$ cat src/rtl/nt35510_bus_responder.sv
// NT35510 8080-style bus responder: panel-side emulation for bring-up/loopback.
// Writes are captured into a show-ahead FIFO tagged command/data; reads are
// answered with rsp_data (data phase) or the last command word (command phase).
// Optional macro NT35510_PROTO_ERR_CHECK_EN adds a sticky proto_err output.
//
// state  | meaning
// IDLE   | waiting for a write (csel low) or read strobe falling edge
// WR_ACT | write strobe low; capture on its rising edge
// RD_ACT | read in progress; bus driven until the read strobe rises
module nt35510_bus_responder #(
    parameter int FIFO_DEPTH  = 16,
    parameter int SYNC_STAGES = 2
) (
    input  logic        clk,
    input  logic        nrst,
    input  logic        LCD_csel,
    input  logic        LCD_rs,
    input  logic        LCD_wr,
    input  logic        LCD_rd,
    input  logic [23:0] LCD_data_in,
    output logic [23:0] LCD_data_out,
    output logic        LCD_data_oe,
    output logic        cap_valid,
    input  logic        cap_ready,
    output logic        cap_is_cmd,
    output logic [23:0] cap_data,
    input  logic [23:0] rsp_data,
    output logic        rd_strobe,
    output logic [23:0] last_cmd,
    output logic        ovf,
    input  logic        flag_clr
`ifdef NT35510_PROTO_ERR_CHECK_EN
    ,
    output logic        proto_err
`endif
);

    localparam int AW = $clog2(FIFO_DEPTH);
    localparam int CW = AW + 1;

    typedef enum logic [1:0] {IDLE, WR_ACT, RD_ACT} state_t;

    logic [SYNC_STAGES-1:0]       csel_sync_q, csel_sync_d;
    logic [SYNC_STAGES-1:0]       rs_sync_q, rs_sync_d;
    logic [SYNC_STAGES-1:0]       wr_sync_q, wr_sync_d;
    logic [SYNC_STAGES-1:0]       rd_sync_q, rd_sync_d;
    logic [SYNC_STAGES-1:0][23:0] data_sync_q, data_sync_d;
    logic                         wr_dly_q, wr_dly_d, rd_dly_q, rd_dly_d;

    state_t      state_q, state_d;
    logic        rd_first_q, rd_first_d;
    logic [23:0] data_out_q, data_out_d;
    logic        oe_q, oe_d;
    logic        rd_strobe_q, rd_strobe_d;
    logic [23:0] last_cmd_q, last_cmd_d;
    logic        ovf_q, ovf_d;
    logic        proto_hit;

    logic [24:0]   mem_q [FIFO_DEPTH];
    logic [24:0]   mem_d [FIFO_DEPTH];
    logic [AW-1:0] wr_ptr_q, wr_ptr_d, rd_ptr_q, rd_ptr_d;
    logic [CW-1:0] count_q, count_d;

    logic        csel_s, rs_s, wr_s, rd_s;
    logic [23:0] data_s;
    logic        wr_fall, wr_rise, rd_fall;
    logic        push, pop, full, push_ok;
    logic [24:0] head;

    // Shift the raw pins through the synchroniser chains and track last synced strobes
    always_comb begin
        csel_sync_d = {csel_sync_q[SYNC_STAGES-2:0], LCD_csel};
        rs_sync_d   = {rs_sync_q[SYNC_STAGES-2:0], LCD_rs};
        wr_sync_d   = {wr_sync_q[SYNC_STAGES-2:0], LCD_wr};
        rd_sync_d   = {rd_sync_q[SYNC_STAGES-2:0], LCD_rd};
        data_sync_d = {data_sync_q[SYNC_STAGES-2:0], LCD_data_in};
        csel_s      = csel_sync_q[SYNC_STAGES-1];
        rs_s        = rs_sync_q[SYNC_STAGES-1];
        wr_s        = wr_sync_q[SYNC_STAGES-1];
        rd_s        = rd_sync_q[SYNC_STAGES-1];
        data_s      = data_sync_q[SYNC_STAGES-1];
        wr_dly_d    = wr_s;
        rd_dly_d    = rd_s;
        wr_fall     = wr_dly_q & ~wr_s;
        wr_rise     = ~wr_dly_q & wr_s;
        rd_fall     = rd_dly_q & ~rd_s;
    end

    // Synchroniser and edge-detect registers, reset to the idle bus level
    always_ff @(posedge clk or negedge nrst) begin
        if (!nrst) begin
            csel_sync_q <= '1;
            rs_sync_q   <= '0;
            wr_sync_q   <= '1;
            rd_sync_q   <= '1;
            data_sync_q <= '0;
            wr_dly_q    <= 1'b1;
            rd_dly_q    <= 1'b1;
        end else begin
            csel_sync_q <= csel_sync_d;
            rs_sync_q   <= rs_sync_d;
            wr_sync_q   <= wr_sync_d;
            rd_sync_q   <= rd_sync_d;
            data_sync_q <= data_sync_d;
            wr_dly_q    <= wr_dly_d;
            rd_dly_q    <= rd_dly_d;
        end
    end

    // Bus FSM next state, capture request and read response
    always_comb begin
        state_d     = state_q;
        rd_first_d  = 1'b0;
        data_out_d  = data_out_q;
        oe_d        = oe_q;
        rd_strobe_d = 1'b0;
        last_cmd_d  = last_cmd_q;
        push        = 1'b0;
        case (state_q)
            IDLE: begin
                if (wr_fall && !csel_s) begin
                    state_d = WR_ACT;
                end else if (rd_fall) begin
                    state_d    = RD_ACT;
                    rd_first_d = 1'b1;
                end
            end
            WR_ACT: begin
                if (wr_rise) begin
                    push = 1'b1;
                    if (!rs_s) last_cmd_d = data_s;
                    state_d = IDLE;
                end
            end
            RD_ACT: begin
                // Exit on strobe level so a read shorter than the entry cycle cannot hang
                if (rd_first_q) begin
                    data_out_d  = rs_s ? rsp_data : last_cmd_q;
                    oe_d        = 1'b1;
                    rd_strobe_d = 1'b1;
                end else if (rd_s) begin
                    oe_d    = 1'b0;
                    state_d = IDLE;
                end
            end
            default: state_d = IDLE;
        endcase
`ifdef NT35510_PROTO_ERR_CHECK_EN
        proto_hit = (!wr_s && !rd_s) || (wr_fall && csel_s) ||
                    ((wr_fall || rd_fall) && (state_q != IDLE));
`else
        proto_hit = 1'b0;
`endif
    end

    // FIFO pointer, storage and sticky flag update
    always_comb begin
        full    = (count_q == CW'(FIFO_DEPTH));
        pop     = (count_q != '0) && cap_ready;
        push_ok = push && (!full || pop);
        mem_d   = mem_q;
        if (push_ok) mem_d[wr_ptr_q] = {~rs_s, data_s};
        wr_ptr_d = wr_ptr_q + AW'(push_ok);
        rd_ptr_d = rd_ptr_q + AW'(pop);
        count_d  = count_q + CW'(push_ok) - CW'(pop);
        ovf_d    = ovf_q;
        if (flag_clr) ovf_d = 1'b0;
        if (push && full && !pop) ovf_d = 1'b1;
        head = mem_q[rd_ptr_q];
    end

    // FIFO storage carries no reset; pointers alone define its contents
    always_ff @(posedge clk) begin
        mem_q <= mem_d;
    end

    // Control and output registers
    always_ff @(posedge clk or negedge nrst) begin
        if (!nrst) begin
            state_q     <= IDLE;
            rd_first_q  <= 1'b0;
            data_out_q  <= '0;
            oe_q        <= 1'b0;
            rd_strobe_q <= 1'b0;
            last_cmd_q  <= '0;
            ovf_q       <= 1'b0;
            wr_ptr_q    <= '0;
            rd_ptr_q    <= '0;
            count_q     <= '0;
        end else begin
            state_q     <= state_d;
            rd_first_q  <= rd_first_d;
            data_out_q  <= data_out_d;
            oe_q        <= oe_d;
            rd_strobe_q <= rd_strobe_d;
            last_cmd_q  <= last_cmd_d;
            ovf_q       <= ovf_d;
            wr_ptr_q    <= wr_ptr_d;
            rd_ptr_q    <= rd_ptr_d;
            count_q     <= count_d;
        end
    end

`ifdef NT35510_PROTO_ERR_CHECK_EN
    logic proto_err_q, proto_err_d;

    // Sticky protocol error; a same-cycle violation beats the clear
    always_comb begin
        proto_err_d = proto_err_q;
        if (flag_clr) proto_err_d = 1'b0;
        if (proto_hit) proto_err_d = 1'b1;
    end

    // Protocol error register
    always_ff @(posedge clk or negedge nrst) begin
        if (!nrst) proto_err_q <= 1'b0;
        else       proto_err_q <= proto_err_d;
    end

    assign proto_err = proto_err_q;
`else
    logic unused_proto;
    assign unused_proto = proto_hit;
`endif

    assign LCD_data_out = data_out_q;
    assign LCD_data_oe  = oe_q;
    assign rd_strobe    = rd_strobe_q;
    assign last_cmd     = last_cmd_q;
    assign ovf          = ovf_q;
    assign cap_valid    = (count_q != '0);
    assign cap_is_cmd   = cap_valid & head[24];
    assign cap_data     = cap_valid ? head[23:0] : 24'd0;

endmodule

$ cat config.mk
export PLATFORM = sky130hd
export DESIGN_NAME = nt35510_bus_responder
export DESIGN_NICKNAME = d
export VERILOG_FILES = /design/src/rtl/nt35510_bus_responder.sv
export SDC_FILE = /design/constraint.sdc
export NUM_CORES = 1
export LEC_CHECK = 0
export BUFFER_PORTS_ARGS = -buffer_cell sky130_fd_sc_hd__clkbuf_2
export CORE_MARGIN = 2
export CORE_UTILIZATION = 25
export DETAILED_ROUTE_END_ITERATION = 16
export GPL_ROUTABILITY_DRIVEN = 0
export HOLD_SLACK_MARGIN = 0.12
export PLACE_DENSITY = 0.37
export SLEW_MARGIN = 20
export SYNTH_ARGS = -nofsm -noshare
export SYNTH_HDL_FRONTEND = slang
export SYNTH_SLANG_ARGS = --single-unit
$ cat constraint.sdc
create_clock -name clk -period 9.7 [get_ports clk]
set_input_delay 1.455 -clock clk [delete_from_list [all_inputs] [get_ports clk]]
set_output_delay 1.455 -clock clk [all_outputs]
set_load 0.02 [all_outputs]
==> results.toml <==
[synth]
post-synth-top-area-fraction_pct = 61.9
synth_top_family_by_area = "multiplexers"
synth_compound_area_share_pct = 3.23
yosys.area_share.simple_pct = 1.86
yosysSeqAreaShare_pct = 78.0
ys_warn_count = 0
synth_edf_count = 400
syn_nets = 973
yosys.area_share.xor_xnor_pct = 0.361
ys_ff_latch = 525
syn_area_per_cell_um2 = 21.4
synth_mux_area_share_pct = 14.3
yosys-top-cells-count = "400 x edfxtp_1, 117 x dfrtp_1, 100 x mux4_2"
synth_cell_types = 38
yosysTopAreaCell = "edfxtp_1"
yosys.area_share.adder_pct = 0.747
synth.area.top_cells = "edfxtp_1 62%, dfrtp_1 15%, mux4_2 12%"
synth.most_common_cell = "edfxtp_1"
synth_area_um2 = 19400
syn_inst = 906
synth_flop_cell = "edfxtp_1"
async_flop_share_pct = 23.8

[clock_network]
h-tree-depth = 2
clock_sinks = 525
cts_tree = "yes"
cts.repair.resized = 0
clk_pin_slew_ns = 0.06
cts_buffers = 58
hold_buffers = 0
cts_buffer_depth = 3
clkLatencyLatePin_ns = 0.64
cts-root-buf = "clkbuf_16"
postCtsSetupBuffers = 0

[setup_path]
worstPathMaxFanout = 66
cpMaxStageDelayCell = "buf_4"
cp_cell_sequence = "buf_4 -> mux4_2 -> a22o_1 -> a221o_1 -> clkbuf_2"
crit_type = "flop to output port"
rrSetupSlack_ns = 6.49
critPathLaunchType = "flop"
cp.arrival_ns = 3.63
r2r-end = "mem_q[85]"
critical_path_depth = 5
endpoint = "cap_data[14]"
cpPeakStageDelay_ns = 0.92
cp.required_ns = 8.25
crit_start = "rd_ptr_q[1]"
endpoint_kind = "output port"
rr_worst_depth = 5
crit_buf_inv = 2
reg2reg_from = "wr_sync_q[1]"
crit_family = "buffers and inverters"

[timing]
slew_headroom_pct = 25.9
rsz0062_at_grt = "no"
drv_slew = 0
post-route-period-util_pct = 52.5
setup_viol = 0
finalCriticalPeriod_ns = 5.09
tightest_slew_ns = 1.11
fmax_mhz = 196
finalHoldViolCount = 0
fin_setup_tns_ns = 0
skew_ns = 0.0254

[run_status]
status = "finished clean"

[power_and_ir_drop]
power_w = 0.00664
p_leak_nw = 8.14
p_per_area_nw_per_um2 = 284
ir_drop_mv = 0.141

[routing]
antenna_left = 0
wire_per_inst_um = 23.3
totalWireLength_um = 50500
firstDrtPassIters = 4
vias_per_cell = 4.28
vias = 9286
drt_iter0_markers = 579
drcViolationCount = 0

[die]
die-area_um2 = 79900
rows = 102
die_y_um = 283
ioPinCount = 133
initial_utilization_pct = 25.2
die_w_um = 283
coreArea_um2 = 77200

[global_route]
grt_pass1_wl_um = 72700
overflow = 0
grtUsageTotal_pct = 12.8
met3_usage_pct = 2.45
grt_antenna_before_repair = 5
use_met1_pct = 18.1
grt_pass1_vias = 10100
grtUsageMet2_pct = 20.3
grt_start_max_net_pins = 74
busiest_layer = "met2"

[cells_and_area]
stdcell_area_um2 = 23300
syn_to_final_growth_pct = 20.2
finalNetCount = 1147
drive_gt1_share_pct = 35.9

[placed_design]
place_area_um2 = 21500
io_buffer_count = 132
dp_hpwl_um = 27600

[job]
cap_violations = 0

[min_path]
hold_depth = 0
hold_path.class = "flop to flop"
==> flip-flops by register name (all words and copies together) (netlist names), 4 cells and up <==
signal        count
LCD_data_out     24
data_s           24
rd_ptr_q          4
count_q           5
last_cmd         24
data_sync_d      24
wr_ptr_q          4
mem_q           400
==> routing by layer <==
layer / wire length (µm) / vias up
met1: 23400 / 4979
li1: - / 4034
met3: 2580 / 70
met4: 1090 / 0
met2: 23400 / 203
met5: 0 / -
==> cells by family after synthesis <==
logic type      Yosys count
flops                   525
mux                     150
compound gates           83
simple gates             73
buf+inv                  56
fa+ha+maj                11
xor+xnor                  8
==> final cells by class <==
cell class / count / area [µm²]
diodes: 4 / 10.0
clock buffers: 72 / 1570
clock inverters: 32 / 259
fillers: 7541 / 53900
inverters: 12 / 45.0
multi-input cells: 325 / 4110
flip-flops and latches: 525 / 15200
well taps: 1040 / 1300
repair buffers: 158 / 882
==> layout by cell type (no fill, tap or decap), drive strengths merged, types with 5 or more instances in the layout <==
master  netlist  routed
nor2         18      18
nor3          6       6
a22o         23      23
dfstp         8       8
mux2         24      24
o21ai        28      28
a221o        23      23
mux2i        26      26
ha           10      10
edfxtp      400     400
nand3         5       5
dfrtp       117     117
inv          12      14
clkbuf       19     203
buf          25      27
mux4        100     100
nand2        31      31
clkinv        0      27
==> power breakdown <==
part	total, W	switching (W)	internal (W)
Sequential	0.00280	0.000221	0.00258
Clock	0.00211	0.000916	0.00120
Combinational	0.00173	0.000963	0.000763
==> through the flow <==
stage	util (%)	hold WS [ns]	cells	setup slack (ns)
2_1_floorplan	-	0.331	906	5.24
3_3_place_gp	27.8	0.332	2059	5.07
3_5_place_dp	27.8	0.335	2059	5.08
4_1_cts	30.2	0.348	2163	4.38
5_1_grt	30.2	0.354	2164	4.33
6_report	30.2	0.343	2168	4.61
==> how the worst min path moves through the flow <==
stage,startpoint,end
CTS,data_sync_d[38],data_s[14]
global route,data_sync_d[42],data_s[18]
floorplan,data_sync_d[24],data_s[0]
detailed placement,data_sync_d[38],data_s[14]
global placement,data_sync_d[36],data_s[12]
finish,data_sync_d[42],data_s[18]
(Power assumes the default switching activity.)
